## src/rtl/wb_slave_regfile_pipe_if.sv

```systemverilog
// Wishbone B4 pipelined-mode bus bundle used by wb_slave_regfile_pipe.
// Signal names keep the slave-side _i/_o suffixes of the existing bus.
interface wb_slave_regfile_pipe_if #(
  parameter int ADDR_WIDTH = 16,
  parameter int DATA_WIDTH = 32,
  parameter int GRANULE    = 8
);
  localparam int SEL_WIDTH = DATA_WIDTH / GRANULE;

  logic                  cyc_i;
  logic                  stb_i;
  logic                  we_i;
  logic [ADDR_WIDTH-1:0] adr_i;
  logic [SEL_WIDTH-1:0]  sel_i;
  logic [DATA_WIDTH-1:0] dat_i;
  logic [DATA_WIDTH-1:0] dat_o;
  logic                  ack_o;
  logic                  err_o;
  logic                  stall_o;

  modport master (
    output cyc_i, stb_i, we_i, adr_i, sel_i, dat_i,
    input  dat_o, ack_o, err_o, stall_o
  );

  modport slave (
    input  cyc_i, stb_i, we_i, adr_i, sel_i, dat_i,
    output dat_o, ack_o, err_o, stall_o
  );
endinterface

```

## src/rtl/wb_slave_regfile_pipe.sv

```systemverilog
// Wishbone B4 pipelined register-file slave: byte-lane writes, fixed response latency,
// outstanding limit with stall. Define WB_REGFILE_RO_EN to make RO_MASK slots read-only ID words.
module wb_slave_regfile_pipe #(
  parameter int ADDR_WIDTH      = 16,
  parameter int DATA_WIDTH      = 32,
  parameter int GRANULE         = 8,
  parameter int REGISTER_NUM    = 16,
  parameter int LATENCY         = 1,
  parameter int MAX_OUTSTANDING = 4,
  parameter logic [REGISTER_NUM-1:0] RO_MASK = {REGISTER_NUM{1'b0}}
) (
  input  logic                  clk_i,
  input  logic                  rst_i,
  wb_slave_regfile_pipe_if.slave wb
);
  localparam int SEL_WIDTH = DATA_WIDTH / GRANULE;
  localparam int OFF_W     = $clog2(SEL_WIDTH);
  localparam int IDX_W     = (REGISTER_NUM > 1) ? $clog2(REGISTER_NUM) : 1;
  localparam int CNT_W     = $clog2(MAX_OUTSTANDING + 1);

`ifdef WB_REGFILE_RO_EN
  localparam logic [REGISTER_NUM-1:0] RO_EFF = RO_MASK;
`else
  // Every register is read/write in this build; RO_MASK has no effect.
  localparam logic [REGISTER_NUM-1:0] RO_EFF = RO_MASK & {REGISTER_NUM{1'b0}};
`endif

  function automatic logic [DATA_WIDTH-1:0] hw_id(input int i);
    logic [31:0] id_w;
    id_w = {16'hC0DE, 16'(i)};
    return DATA_WIDTH'(id_w);
  endfunction

  logic [ADDR_WIDTH-1:0] idx_s;
  logic [IDX_W-1:0]      reg_idx_s;
  logic                  misalign_s;
  logic                  range_err_s;
  logic                  ro_hit_s;
  logic                  dec_err_s;
  logic                  acc_s;
  logic                  wr_en_s;
  logic                  resp_s;
  logic [DATA_WIDTH-1:0] rd_data_s;

  logic [DATA_WIDTH-1:0] regs_r     [REGISTER_NUM];
  logic [LATENCY-1:0]    pipe_ack_r;
  logic [LATENCY-1:0]    pipe_err_r;
  logic [DATA_WIDTH-1:0] pipe_dat_r [LATENCY];
  logic [LATENCY-1:0]    ack_nxt_s;
  logic [LATENCY-1:0]    err_nxt_s;
  logic [DATA_WIDTH-1:0] dat_nxt_s  [LATENCY];
  logic [CNT_W-1:0]      cnt_r;
  logic [CNT_W-1:0]      cnt_nxt_s;
  logic                  stall_r;
  logic                  stall_nxt_s;

  assign idx_s       = wb.adr_i >> OFF_W;
  assign reg_idx_s   = idx_s[IDX_W-1:0];
  assign misalign_s  = (wb.adr_i & ADDR_WIDTH'(SEL_WIDTH - 1)) != {ADDR_WIDTH{1'b0}};
  assign range_err_s = {1'b0, idx_s} >= (ADDR_WIDTH + 1)'(REGISTER_NUM);
  assign ro_hit_s    = RO_EFF[reg_idx_s] & ~range_err_s;

  // Request decode: acceptance, error classification and read sampling.
  always_comb begin
    acc_s     = wb.cyc_i & wb.stb_i & ~stall_r;
    dec_err_s = misalign_s | range_err_s | (wb.we_i & ro_hit_s);
    wr_en_s   = acc_s & wb.we_i & ~dec_err_s;
    if (dec_err_s || wb.we_i) begin
      rd_data_s = {DATA_WIDTH{1'b0}};
    end else begin
      rd_data_s = regs_r[reg_idx_s];
    end
  end

  // Register bank: byte-lane writes; read-only slots keep sampling their ID word.
  always_ff @(posedge clk_i or posedge rst_i) begin
    if (rst_i) begin
      for (int i = 0; i < REGISTER_NUM; i++) regs_r[i] <= {DATA_WIDTH{1'b0}};
    end else begin
      for (int i = 0; i < REGISTER_NUM; i++) begin
        if (RO_EFF[i]) begin
          regs_r[i] <= hw_id(i);
        end else if (wr_en_s && (reg_idx_s == IDX_W'(i))) begin
          for (int k = 0; k < SEL_WIDTH; k++) begin
            if (wb.sel_i[k]) regs_r[i][k*GRANULE +: GRANULE] <= wb.dat_i[k*GRANULE +: GRANULE];
          end
        end
      end
    end
  end

  // Response pipeline, outstanding count and stall next state.
  // Data only advances behind a valid entry so dat_o holds between responses.
  always_comb begin
    resp_s    = pipe_ack_r[LATENCY-1] | pipe_err_r[LATENCY-1];
    ack_nxt_s = {LATENCY{1'b0}};
    err_nxt_s = {LATENCY{1'b0}};
    for (int i = 0; i < LATENCY; i++) dat_nxt_s[i] = pipe_dat_r[i];
    if (wb.cyc_i) begin
      ack_nxt_s[0] = acc_s & ~dec_err_s;
      err_nxt_s[0] = acc_s & dec_err_s;
      if (acc_s) begin
        dat_nxt_s[0] = rd_data_s;
      end else begin
        dat_nxt_s[0] = pipe_dat_r[0];
      end
      for (int i = 1; i < LATENCY; i++) begin
        ack_nxt_s[i] = pipe_ack_r[i-1];
        err_nxt_s[i] = pipe_err_r[i-1];
        if (pipe_ack_r[i-1] || pipe_err_r[i-1]) begin
          dat_nxt_s[i] = pipe_dat_r[i-1];
        end else begin
          dat_nxt_s[i] = pipe_dat_r[i];
        end
      end
      case ({acc_s, resp_s})
        2'b10:   cnt_nxt_s = cnt_r + CNT_W'(1);
        2'b01:   cnt_nxt_s = cnt_r - CNT_W'(1);
        default: cnt_nxt_s = cnt_r;
      endcase
    end else begin
      cnt_nxt_s = {CNT_W{1'b0}};
    end
    stall_nxt_s = (cnt_nxt_s == CNT_W'(MAX_OUTSTANDING)) &
                  ~(ack_nxt_s[LATENCY-1] | err_nxt_s[LATENCY-1]);
  end

  // Pipeline, counter and stall state registers.
  always_ff @(posedge clk_i or posedge rst_i) begin
    if (rst_i) begin
      pipe_ack_r <= {LATENCY{1'b0}};
      pipe_err_r <= {LATENCY{1'b0}};
      for (int i = 0; i < LATENCY; i++) pipe_dat_r[i] <= {DATA_WIDTH{1'b0}};
      cnt_r      <= {CNT_W{1'b0}};
      stall_r    <= 1'b0;
    end else begin
      pipe_ack_r <= ack_nxt_s;
      pipe_err_r <= err_nxt_s;
      for (int i = 0; i < LATENCY; i++) pipe_dat_r[i] <= dat_nxt_s[i];
      cnt_r      <= cnt_nxt_s;
      stall_r    <= stall_nxt_s;
    end
  end

  assign wb.ack_o   = pipe_ack_r[LATENCY-1];
  assign wb.err_o   = pipe_err_r[LATENCY-1];
  assign wb.dat_o   = pipe_dat_r[LATENCY-1];
  assign wb.stall_o = stall_r;
endmodule

```

## src/flat_wrapper.sv

```systemverilog
// flat-port wrapper written by rule: the top's interface ports become plain ports
module wb_slave_regfile_pipe_flat 
#(
  parameter int ADDR_WIDTH      = 16,
  parameter int DATA_WIDTH      = 32,
  parameter int GRANULE         = 8,
  parameter int REGISTER_NUM    = 16,
  parameter int LATENCY         = 1,
  parameter int MAX_OUTSTANDING = 4,
  parameter logic [REGISTER_NUM-1:0] RO_MASK = {REGISTER_NUM{1'b0}}
)
  (clk_i, rst_i, wb_cyc_i, wb_stb_i, wb_we_i, wb_adr_i, wb_sel_i, wb_dat_i, wb_dat_o, wb_ack_o, wb_err_o, wb_stall_o);
  wb_slave_regfile_pipe_if #(.ADDR_WIDTH(ADDR_WIDTH), .DATA_WIDTH(DATA_WIDTH), .GRANULE(GRANULE)) wb_i ();
  input  logic clk_i;
  input  logic rst_i;
  input wire logic [$bits(wb_i.cyc_i)-1:0] wb_cyc_i;
  input wire logic [$bits(wb_i.stb_i)-1:0] wb_stb_i;
  input wire logic [$bits(wb_i.we_i)-1:0] wb_we_i;
  input wire logic [$bits(wb_i.adr_i)-1:0] wb_adr_i;
  input wire logic [$bits(wb_i.sel_i)-1:0] wb_sel_i;
  input wire logic [$bits(wb_i.dat_i)-1:0] wb_dat_i;
  output wire logic [$bits(wb_i.dat_o)-1:0] wb_dat_o;
  output wire logic [$bits(wb_i.ack_o)-1:0] wb_ack_o;
  output wire logic [$bits(wb_i.err_o)-1:0] wb_err_o;
  output wire logic [$bits(wb_i.stall_o)-1:0] wb_stall_o;
  assign wb_i.cyc_i = wb_cyc_i;
  assign wb_i.stb_i = wb_stb_i;
  assign wb_i.we_i = wb_we_i;
  assign wb_i.adr_i = wb_adr_i;
  assign wb_i.sel_i = wb_sel_i;
  assign wb_i.dat_i = wb_dat_i;
  assign wb_dat_o = wb_i.dat_o;
  assign wb_ack_o = wb_i.ack_o;
  assign wb_err_o = wb_i.err_o;
  assign wb_stall_o = wb_i.stall_o;
  wb_slave_regfile_pipe #(.ADDR_WIDTH(ADDR_WIDTH), .DATA_WIDTH(DATA_WIDTH), .GRANULE(GRANULE), .REGISTER_NUM(REGISTER_NUM), .LATENCY(LATENCY), .MAX_OUTSTANDING(MAX_OUTSTANDING), .RO_MASK(RO_MASK)) u_core (.clk_i(clk_i), .rst_i(rst_i), .wb(wb_i));
endmodule
```

## config.mk

```make
export PLATFORM = sky130hd
export DESIGN_NAME = wb_slave_regfile_pipe_flat
export DESIGN_NICKNAME = d
export VERILOG_FILES = /design/src/rtl/wb_slave_regfile_pipe_if.sv /design/src/rtl/wb_slave_regfile_pipe.sv /design/src/flat_wrapper.sv
export SDC_FILE = /design/constraint.sdc
export NUM_CORES = 1
export LEC_CHECK = 0
export ABC_AREA = 1
export CAP_MARGIN = 20
export CORE_ASPECT_RATIO = 0.75
export CORE_MARGIN = 4
export CORE_UTILIZATION = 40
export DETAILED_ROUTE_END_ITERATION = 16
export PLACE_DENSITY = 0.59
export SLEW_MARGIN = 25
export SYNTH_ARGS = -nofsm -noshare
export SYNTH_HDL_FRONTEND = slang
export SYNTH_SLANG_ARGS = --single-unit
```

## constraint.sdc

```tcl
create_clock -name clk_i -period 50.4 [get_ports clk_i]
set_input_delay 10.08 -clock clk_i [delete_from_list [all_inputs] [get_ports clk_i]]
set_output_delay 10.08 -clock clk_i [all_outputs]
set_load 0.03 [all_outputs]
```

==> results of run 1 <==
==> state kept, by name, indices dropped and copies added (netlist names) <==
signal,count
u_core.wb.err_o,1
u_core.wb.stall_o,1
u_core.wb.ack_o,1
u_core.cnt_r,3
u_core.regs_r,512
u_core.wb.dat_o,32
==> cell type report <==
class	count	area, um^2
Antenna cell	2	5.00
Clock buffer	93	1770
Clock inverter	14	111
Fill cell	7760	40600
Inverter	455	1740
Multi-Input combinational cell	3112	13000
Sequential cell	550	13800
Tap cell	968	1210
Timing Repair Buffer	126	1170
==> through the flow <==
stage	power [W]	hold WS, ns	area, um^2	std cells
6_report	0.000962	0.478	32700	5320
5_1_grt	0.000996	0.497	32700	5318
4_1_cts	0.000970	0.483	32700	5318
3_5_place_dp	0.000537	0.468	30900	5211
3_3_place_gp	0.000538	0.462	30900	5211
2_1_floorplan	0.000507	0.447	29600	4396
==> worst paths after layout <==
kind | startpoint | end | slack [ns]
max reg2reg | u_core.wb.stall_o | u_core.regs_r[198] | 47.09
max in group asynchronous | rst_i | u_core.regs_r[176] | 37.77
max | wb_cyc_i | u_core.regs_r[198] | 37.48
min | u_core.wb.dat_o[21] | u_core.wb.dat_o[21] | 0.48
min in group asynchronous | rst_i | u_core.regs_r[5] | 9.96
min reg2reg | u_core.wb.dat_o[21] | u_core.wb.dat_o[21] | 0.48
==> power groups by stage <==
| stage | Combinational [W] | Sequential (W) | Clock [W] |
|---|---|---|---|
| after detailed placement | 0.0000871 | 0.000450 | 0 |
| after global routing | 0.0000968 | 0.000442 | 0.000457 |
| after global placement | 0.0000874 | 0.000450 | 0 |
| after floorplan | 0.0000555 | 0.000451 | 0 |
| after CTS | 0.0000873 | 0.000442 | 0.000440 |
| final | 0.0000872 | 0.000442 | 0.000432 |
==> metal layers <==
| metal | up-vias | routed length [um] | global-route usage (%) |
|---|---|---|---|
| li1 | 13000 | - | - |
| met1 | 12400 | 46400 | 37.0 |
| met2 | 681 | 38800 | 34.2 |
| met3 | 105 | 5840 | 3.60 |
| met4 | 2 | 1860 | 5.10 |
| met5 | - | 13 | 0 |
==> cell usage after synthesis, drive strengths merged <==
master	count	area share, %
nand2	2354	30
dfrtp	550	47
o21ai	513	8.7
inv	450	5.7
nor2	187	3.3
clkbuf	154	2.0
buf	125	2.0
o21bai	31	0.79
nand4	16	0.87
clkinv	5	0.063
nand3	3	0.051
a21oi	1	0.017
and2	1	0.021
fa	1	0.068
ha	1	0.042
nand3b	1	0.068
nor4	1	0.021
or2	1	0.021
xnor2	1	0.030
==> tightest hold or removal path, stage by stage (launching register included) <==
cell and delay (ns):
dfrtp_1 0.34, nand2_1 0.05, nand2_1 0.06
==> cell usage in the layout (no fill, tap or decap), types with 10 or more instances in the layout <==
master / n
clkbuf_1: 16
o21ai_0: 231
clkbuf_16: 58
clkdlybuf4s50_1: 84
clkinv_2: 10
buf_4: 32
clkbuf_8: 19
inv_1: 448
nor2_4: 30
nand4_4: 10
dfrtp_1: 550
o21ai_1: 282
nor2_2: 12
o21bai_1: 31
nor2_1: 144
nand2_1: 2354
==> kinds of logic (layout without fill, tap and decap cells) <==
family | count (synthesis) | in the layout | share of synthesized area, %
AO/OA/AOI/OAI | 545 | 545 | 9.48
flip-flops | 550 | 550 | 46.5
buffers and inverters | 734 | 688 | 9.68
AND/OR/NAND/NOR | 2564 | 2564 | 34.2
other | 0 | 2 | 0
XOR/XNOR | 1 | 1 | 0.0296
adder cells (fa/ha/maj) | 2 | 2 | 0.110
==> impl_results.md, run 1 <==
- Max-Cap Viols: 0
- Total gr overflow: 0
- Total Wirelength: 92800 um
- Crit path DAT: 13.49 ns
- Gate Count Post-Synth: between 4000 and 5000
- Synth cell types: 31
- Yosys warns: 0
- FP Rows: 86
- CP Buf/Inv Count: 2
- VDD IR max: 0.0235 mV
- Final period utilization: 25.6%
- Vias in the first global route: ~24000
- Largest net degree at the start of global routing: 150
- Dpl ws: about 36 ns
- Slowest-stage cell, CP: nand4_2
- H-tree Lvls: 2
- RSZ-0062 raised after global routing: false
- Slew Viols, Final: 0
- Sequential power share: ~46%
- Min cycle time layout: around 13 ns
- Setup crit end kind: flop
- DRC: 0
- Routed len/inst: around 17 um
- Die W: between 300 and 400 um
- Final Util: 44.6%
- Starting DRT DRC Count: 2697
- Hold Path Stages: 2
- RePlAce Congestion: between 0.8 and 0.9
- Core Box Area: approximately 73000 um^2
- Comb power frac: a little under a tenth
- Post-CTS Hold Buffers: 0
- TritonCTS clock tree: done
- Cell Int Power: 0.000706 W
- Hold WC Path Type: flop to flop
- Peak Freq: about 77 MHz
- Startpoint Class: primary input
- Leak Pwr: ~19 nW
- Total setup buffers inserted after CTS: 0
- Outcome: finished, final reports clean
- Gr usage total: between 20% and 30%
- Gates resized, CTS repair: 0
- Port buffer count: a little over 90
- Initial Utilization: approximately 40%
- Clk buf depth: 3
- Clock Power Share: roughly 45%
- Setup TNS Final: 0 ns
- Initial antenna violation count: 2
- Worst-Margin Slew: ~1.1 ns
- CTS root buf: clkbuf_16
- CP dominant cell by count: nand2_1
- Crit-path cells: clkdlybuf4s50_1, nand3b_4, nor2_8, nand4_2, buf_4, nor2_1, nand2_1, nand2_1
- Final ANT Viol Nets: 0
- Layout area overhead: 10.7%
- Post-DP HPWL: 54200 um
- Chip height: 244 um
- Switch share: about a quarter
- Slew HR: a little over a quarter
- Vias: 26200
- Die area: around 78000 um^2
- Post-route setup slack: ~37 ns
- Mapped Area: a little under 30000 um^2
- Clock skew: a little under 0.03 ns
- Sw Pwr: 0.000255 W
- Levels on crit path: 8
- Pre-antenna DRT Iters: 5
- Final nets: between 4000 and 5000
- TritonCTS buffer count: 57
- Final Setup Violations: 0
- WS Path Type: primary input to flop
- Clk sink count: 550
- CP peak stage delay: between 0.6 and 0.7 ns
- Final Hold Viols: 0
- Syn Area/Cell: ~6.7 um^2
- R2R cell count: 7
- First-pass GRT wire length: between 100000 and 150000 um
- Mapped Nets: between 4000 and 5000
- I/O pins: between 90 and 100
- Vias per cell: 4.93
- Share of cells above drive strength 1: under 10%
- Worst-path clk slew: 0.06 ns
- Sequential area share after synthesis: between 40% and 50%
- Worst Path Required: 50.98 ns
- CP max FO: 36
- Power Density: between 20 and 30 nW/um^2
- Yosys reg bits: 550
- Clk Latency, worst-skew pair: 0.64 ns
- Largest delay share family, worst path: simple AND/OR/NAND/NOR gates
(Power assumes the default switching activity.)
==> run 2, diff against run 1 <==
--- a/config.mk
+++ b/config.mk
@@ -11,7 +11,7 @@
 export CORE_MARGIN = 4
 export CORE_UTILIZATION = 40
 export DETAILED_ROUTE_END_ITERATION = 16
-export PLACE_DENSITY = 0.59
+export PLACE_DENSITY = 0.61
 export SLEW_MARGIN = 25
 export SYNTH_ARGS = -nofsm -noshare
 export SYNTH_HDL_FRONTEND = slang
==> constraint.sdc (replaced) <==
create_clock -name clk_i -period 10.7 [get_ports clk_i]
set_input_delay 2.14 -clock clk_i [delete_from_list [all_inputs] [get_ports clk_i]]
set_output_delay 2.14 -clock clk_i [all_outputs]
set_load 0.03 [all_outputs]
==> impl_results.md, run 2 (synthesized netlist as in run 1, its figures left out) <==
- TritonCTS buffer count: 58 (+1.8%)
- Share of cells above drive strength 1: 4.64% (+0.13 points)
- Setup crit end kind: flop
- Clk Latency, worst-skew pair: 0.64 ns (about the same)
- Most common cell after layout, fill and taps aside: nand2_1
- Largest net degree at the start of global routing: 175 (+17%)
- Vias: 26300 (+0.49%)
- Reg2Reg Setup Slack: 7.56 ns (-39.53 ns)
- First-pass GRT wire length: 146000 um (about the same)
- DRC: 0 (unchanged)
- Pre-antenna DRT Iters: 5 (unchanged)
- H-tree Lvls: 2 (unchanged)
- FP Rows: 86 (unchanged)
- Clk sink count: 550 (unchanged)
- Core Box Area: 73400 um^2 (unchanged)
- Fillers: 7739 (-0.27%)
- Worst Path Required: 11.27 ns (-39.71 ns)
- Grt met2 use: 34.7% (+0.56 points)
- Most frequent cells in the layout: nand2_1 (2354), dfrtp_1 (550), inv_1 (448)
- TritonCTS clock tree: done
- Layout Cells excl Fill: 5329 (+0.17%)
- Gr usage total: 23.5% (-0.10 points)
- Most flops, register: u_core.regs_r
- Crit path DAT: 5.34 ns (-8.15 ns)
- Die W: 322 um (unchanged)
- Worst-path clk slew: 0.06 ns (about the same)
- CTS root buf: clkbuf_16
- Startpoint Class: primary input
- Peak Freq: 209 MHz
- Final period utilization: between 40 and 50%
- Setup crit end: u_core.regs_r[471]
- R2R cell count: 6 (-1)
- VDD IR max: 0.144 mV (+520%)
- Layout area overhead: 11.1%
- Power Density: 139 nW/um^2 (+370%)
- Max reg flops: 512 (unchanged)
- Total setup buffers inserted after CTS: 0 (unchanged)
- Outcome: finished, final reports clean
- Total Wirelength: 92800 um (about the same)
- Min cycle time layout: approximately 4.8 ns
- Initial antenna violation count: 6 (+4)
- Clk buf depth: 3 (unchanged)
- Port buffer count: 91 (unchanged)
- Post-DP HPWL: 55300 um (+2.0%)
- Post-CTS Hold Buffers: 0 (unchanged)
- Clock skew: 0.0113 ns (-0.0176 ns)
- Final Util: 44.8% (+0.17 points)
- Die area: 78400 um^2 (unchanged)
- Final ANT Viol Nets: 0 (unchanged)
- Total gr overflow: 0 (unchanged)
- GR peak layer: met1
- Leak Pwr: 18.6 nW (+0.29%)
- Worst-Margin Slew: 1.07 ns (-0.0202 ns)
- RSZ-0062 raised after global routing: false
- Setup TNS Final: 0 ns (unchanged)
- Vias per cell: 4.94 (+0.32%)
- FF-to-FF End: u_core.regs_r[471]
- Max-Cap Viols: 0 (unchanged)
- Hold WC Path Type: flop to flop
- RePlAce Congestion: 0.808 (+0.58%)
- WS Path Type: primary input to flop
- Post-placement cell count: 5219 (+0.15%)
- Final nets: 4371 (+0.23%)
- Crit Reg-Reg Startpoint: u_core.wb.stall_o
- CP max FO: 36 (unchanged)
- Routed len/inst: 17.4 um (-0.21%)
- Initial Utilization: 40.3% (unchanged)
- Vias in the first global route: 24600 (+0.99%)
- Final Hold Viols: 0 (unchanged)
- Final Setup Violations: 0 (unchanged)
- Final Cell Area: 32900 um^2 (+0.39%)
- Area post-placement: 30900 um^2 (+0.26%)
- Slew Viols, Final: 0 (unchanged)
- I/O pins: 92 (unchanged)
- Chip height: 244 um (unchanged)
- GR Util met3: 3.70% (+0.091 points)
- Crit path from: wb_cyc_i
- GR Layer Usage met1: 36.0% (-1.0 points)
- Starting DRT DRC Count: 2219 (-18%)
- Slew HR: 28.7% (+1.3 points)
- Gates resized, CTS repair: 0 (unchanged)
-- run 2: cell types whose count changed in the layout (fill, tap and decap cells not counted), sizes merged --
| cell | delta |
|---|---|
| bufinv | +1 |
| clkdlybuf4s50 | +3 |
| clkinvlp | +2 |
| buf | +6 |
| diode | +1 |
| clkbuf | -3 |
| clkinv | -1 |
-- run 2: routing by layer --
layer	vias to the layer above	part of all wire, %	wire length, um
met1	12500	50	46000
met4	2	1.9	1800
met2	697	42	39300
met5	-	0.014	13
met3	114	6.1	5700
li1	13100	-	-
-- run 2: report_power, final --
part	switching (W)	internal, W	total [W]
logic	0.000316	0.0000951	0.000411
registers	0.00000160	0.00208	0.00208
clock network	0.000889	0.00118	0.00207
total	0.00121	0.00336	0.00456
-- run 2: worst min-delay path by stage --
| stage | from | endpoint | slack [ns] | depth (start not counted) |
|---|---|---|---|---|
| 4_1_cts | u_core.regs_r[410] | u_core.regs_r[410] | 0.48 | 2 |
| 3_3_place_gp | u_core.regs_r[80] | u_core.regs_r[80] | 0.46 | 2 |
| 3_5_place_dp | u_core.regs_r[410] | u_core.regs_r[410] | 0.47 | 2 |
| 5_1_grt | u_core.regs_r[413] | u_core.regs_r[413] | 0.49 | 2 |
| 6_report | u_core.regs_r[394] | u_core.regs_r[394] | 0.48 | 2 |
| 2_1_floorplan | u_core.regs_r[456] | u_core.regs_r[456] | 0.45 | 2 |
-- run 2: per-stage QoR --
step	hold WS (ns)	power, W	worst slack, ns
2_1_floorplan	0.447	0.00239	1.08
3_3_place_gp	0.462	0.00253	5.26
3_5_place_dp	0.469	0.00253	5.27
4_1_cts	0.482	0.00459	5.94
5_1_grt	0.489	0.00472	5.68
6_report	0.478	0.00456	5.92
-- run 2: final cells by class --
type                    count  area, um^2  area share, %
diodes                      3        7.51         0.0228
clock buffers              90        1780           5.40
clock inverters            16         138          0.419
inverters                 455        1730           5.27
multi-input cells        3112       13000           39.4
flip-flops and latches    550       13800           41.9
well taps                 968        1210           3.68
repair buffers            135        1280           3.90
-- run 2: critical path, stage by stage --
cell and delay, ns:
clkdlybuf4s50_1 0.56, nand3b_4 0.54, nor2_8 0.61, nand4_4 0.76, nor2_4 0.48, nand2_1 0.09
nand2_1 0.10
==> run 3, diff against run 2 <==
--- a/config.mk
+++ b/config.mk
@@ -11,7 +11,7 @@
 export CORE_MARGIN = 4
 export CORE_UTILIZATION = 40
 export DETAILED_ROUTE_END_ITERATION = 16
-export PLACE_DENSITY = 0.61
+export PLACE_DENSITY = 0.59
 export SLEW_MARGIN = 25
 export SYNTH_ARGS = -nofsm -noshare
 export SYNTH_HDL_FRONTEND = slang
==> constraint.sdc (replaced) <==
create_clock -name clk_i -period 4.5 [get_ports clk_i]
set_input_delay 0.9 -clock clk_i [delete_from_list [all_inputs] [get_ports clk_i]]
set_output_delay 0.9 -clock clk_i [all_outputs]
set_load 0.03 [all_outputs]
==> impl_results.md, run 3 (synthesized netlist as in run 1, its figures left out) <==
- Outcome: finished, final reports clean
- RePlAce Congestion: 0.802 (-0.77%)
- Largest net degree at the start of global routing: 160 (-8.6%)
- Clk sink count: 550 (unchanged)
- Final Setup Violations: 0 (unchanged)
- Met2 routed WL: 38900 um (-0.99%)
- Share of cells above drive strength 1: 5.33% (+0.70 points)
- CP peak stage delay: 0.81 ns (+0.05 ns)
- WHS: 0.477 ns (-0.00158 ns)
- Port buffer count: 91 (unchanged)
- Initial antenna violation count: 6 (unchanged)
- Initial Utilization: 40.3% (unchanged)
- Gates resized, CTS repair: 0 (unchanged)
- Clk buf depth: 3 (unchanged)
- Met3 WL: 6300 um (+10%)
- Post-DP HPWL: 56200 um (+1.7%)
- Layout area overhead: 12.3%
- Power Density: 331 nW/um^2 (+140%)
- Pwr Total: 0.0110 W (+140%)
- Fillers: 7675 (-0.83%)
- TritonCTS clock tree: done
- Pre-antenna DRT Iters: 6 (+1)
- Slew Viols, Final: 0 (unchanged)
- Final ANT Viol Nets: 0 (unchanged)
- TritonCTS buffer count: 59 (+1.7%)
- Max-Cap Viols: 0 (unchanged)
- Routed len/inst: 17.3 um (-0.75%)
- Leak Pwr: 18.8 nW (+1.0%)
- CP Buf/Inv Count: 4 (+3)
- Hold WC Path Type: flop to flop
- RSZ-0062 raised after global routing: false
- Dpl ws: 0.900 ns (-4.37 ns)
- WS Path Type: primary input to flop
- H-tree Lvls: 2 (unchanged)
- FP Rows: 86 (unchanged)
- Most frequent cells in the layout: nand2_1 (2354), dfrtp_1 (550), inv_1 (448)
- Slowest-stage cell, CP: nor2_4
- DRC: 0 (unchanged)
- Crit path DAT: 3.47 ns (-1.87 ns)
- Most common cell after layout, fill and taps aside: nand2_1
- Most flops, register: u_core.regs_r
- Vias in the first global route: 24600 (+0.12%)
- Top sig layer: met5
- Final period utilization: 64.5%
- Core Box Area: 73400 um^2 (unchanged)
- First-pass GRT wire length: 148000 um (+0.93%)
- Final nets: 4401 (+0.69%)
- Die area: 78400 um^2 (unchanged)
- Worst-Margin Slew: 1.09 ns (+0.0216 ns)
- Peak Freq: about 340 MHz
- Worst-path clk slew: 0.06 ns (about the same)
- Vias per cell: 4.87 (-1.4%)
- Starting DRT DRC Count: 2148 (-3.2%)
- Post-route setup slack: 1.60 ns (-4.32 ns)
- Die W: 322 um (unchanged)
- Clk Latency, worst-skew pair: 0.66 ns (+0.02 ns)
- Crit-path cells: clkdlybuf4s50_1, nand3b_4, buf_4, inv_1, nand3_1, nor2_4, buf_4, nand2_1, nand2_1
- CTS root buf: clkbuf_16
- Total setup buffers inserted after CTS: 0 (unchanged)
- VDD IR max: 0.305 mV (+110%)
- Largest delay share family, worst path: buffers and inverters
- Slew HR: 27.2% (-1.4 points)
- Chip height: 244 um (unchanged)
- Metal-1 WL: 45900 um (-0.12%)
- Min cycle time layout: 2.90 ns
- Setup crit end kind: flop
- CP max FO: 35 (-2.8%)
- Vias: 26100 (-0.82%)
- Total gr overflow: 0 (unchanged)
- Max reg flops: 512 (unchanged)
- Post-CTS Hold Buffers: 0 (unchanged)
- Final Hold Viols: 0 (unchanged)
- Total Wirelength: 92700 um (-0.14%)
- I/O pins: 92 (unchanged)
- Clock skew: 0.0262 ns (+0.0149 ns)
- Startpoint Class: primary input
- Gr usage total: 23.8% (+0.30 points)
- Worst Path Required: 5.07 ns (-6.20 ns)
[run 3: final cells by class]
type / instances / area, um^2 / share of cell area, %
sequential: 550 / 13800 / 41.4
multi-input combinational: 3112 / 13000 / 39.0
clock buffer: 90 / 1750 / 5.28
inverter: 455 / 1730 / 5.21
timing repair buffer: 164 / 1580 / 4.74
tap: 968 / 1210 / 3.64
clock inverter: 19 / 224 / 0.674
antenna: 4 / 10.0 / 0.0301
[run 3: routing by layer]
metal / track usage [%] / up-vias
met3: 3.45 / 97
met1: 37.2 / 12200
li1: - / 13100
met4: 5.51 / 2
met5: 0 / -
met2: 34.6 / 718
[run 3: power by group]
group | total, W | internal (W) | switching (W)
logic | 0.00100 | 0.000246 | 0.000756
registers | 0.00495 | 0.00495 | 0.00000392
clock network | 0.00506 | 0.00291 | 0.00215
[run 3: worst register-to-register path: stages, from the launching register on]
cell and delay, ns:
dfrtp_1 0.39, nand3b_4 0.19, buf_4 0.30, inv_1 0.17, nand3_1 0.17, nor2_4 0.81, buf_4 0.28, nand2_1 0.07
nand2_1 0.06
[run 3: worst paths after layout]
kind | start | end | slack (ns) | depth (start not counted)
worst max-delay path | wb_cyc_i | u_core.wb.dat_o[25] | 1.60 | 9
worst min-delay path | u_core.regs_r[61] | u_core.regs_r[61] | 0.48 | 2
worst max register to register | u_core.wb.stall_o | u_core.wb.dat_o[25] | 2.00 | 8
worst min register to register | u_core.regs_r[61] | u_core.regs_r[61] | 0.48 | 2
max in group asynchronous | rst_i | u_core.regs_r[258] | 2.66 | 3
min in group asynchronous | rst_i | u_core.regs_r[37] | 0.81 | 2
[run 3: stage by stage]
| step | cell area, um^2 | std cells | util [%] | setup TNS, ns |
|---|---|---|---|---|
| 2_1_floorplan | 29600 | 4396 | - | -2136.12 |
| 3_3_place_gp | 31300 | 5249 | 42.6 | 0 |
| 3_5_place_dp | 31300 | 5249 | 42.6 | 0 |
| 4_1_cts | 33200 | 5358 | 45.3 | 0 |
| 5_1_grt | 33200 | 5361 | 45.3 | 0 |
| 6_report | 33200 | 5362 | 45.3 | 0 |
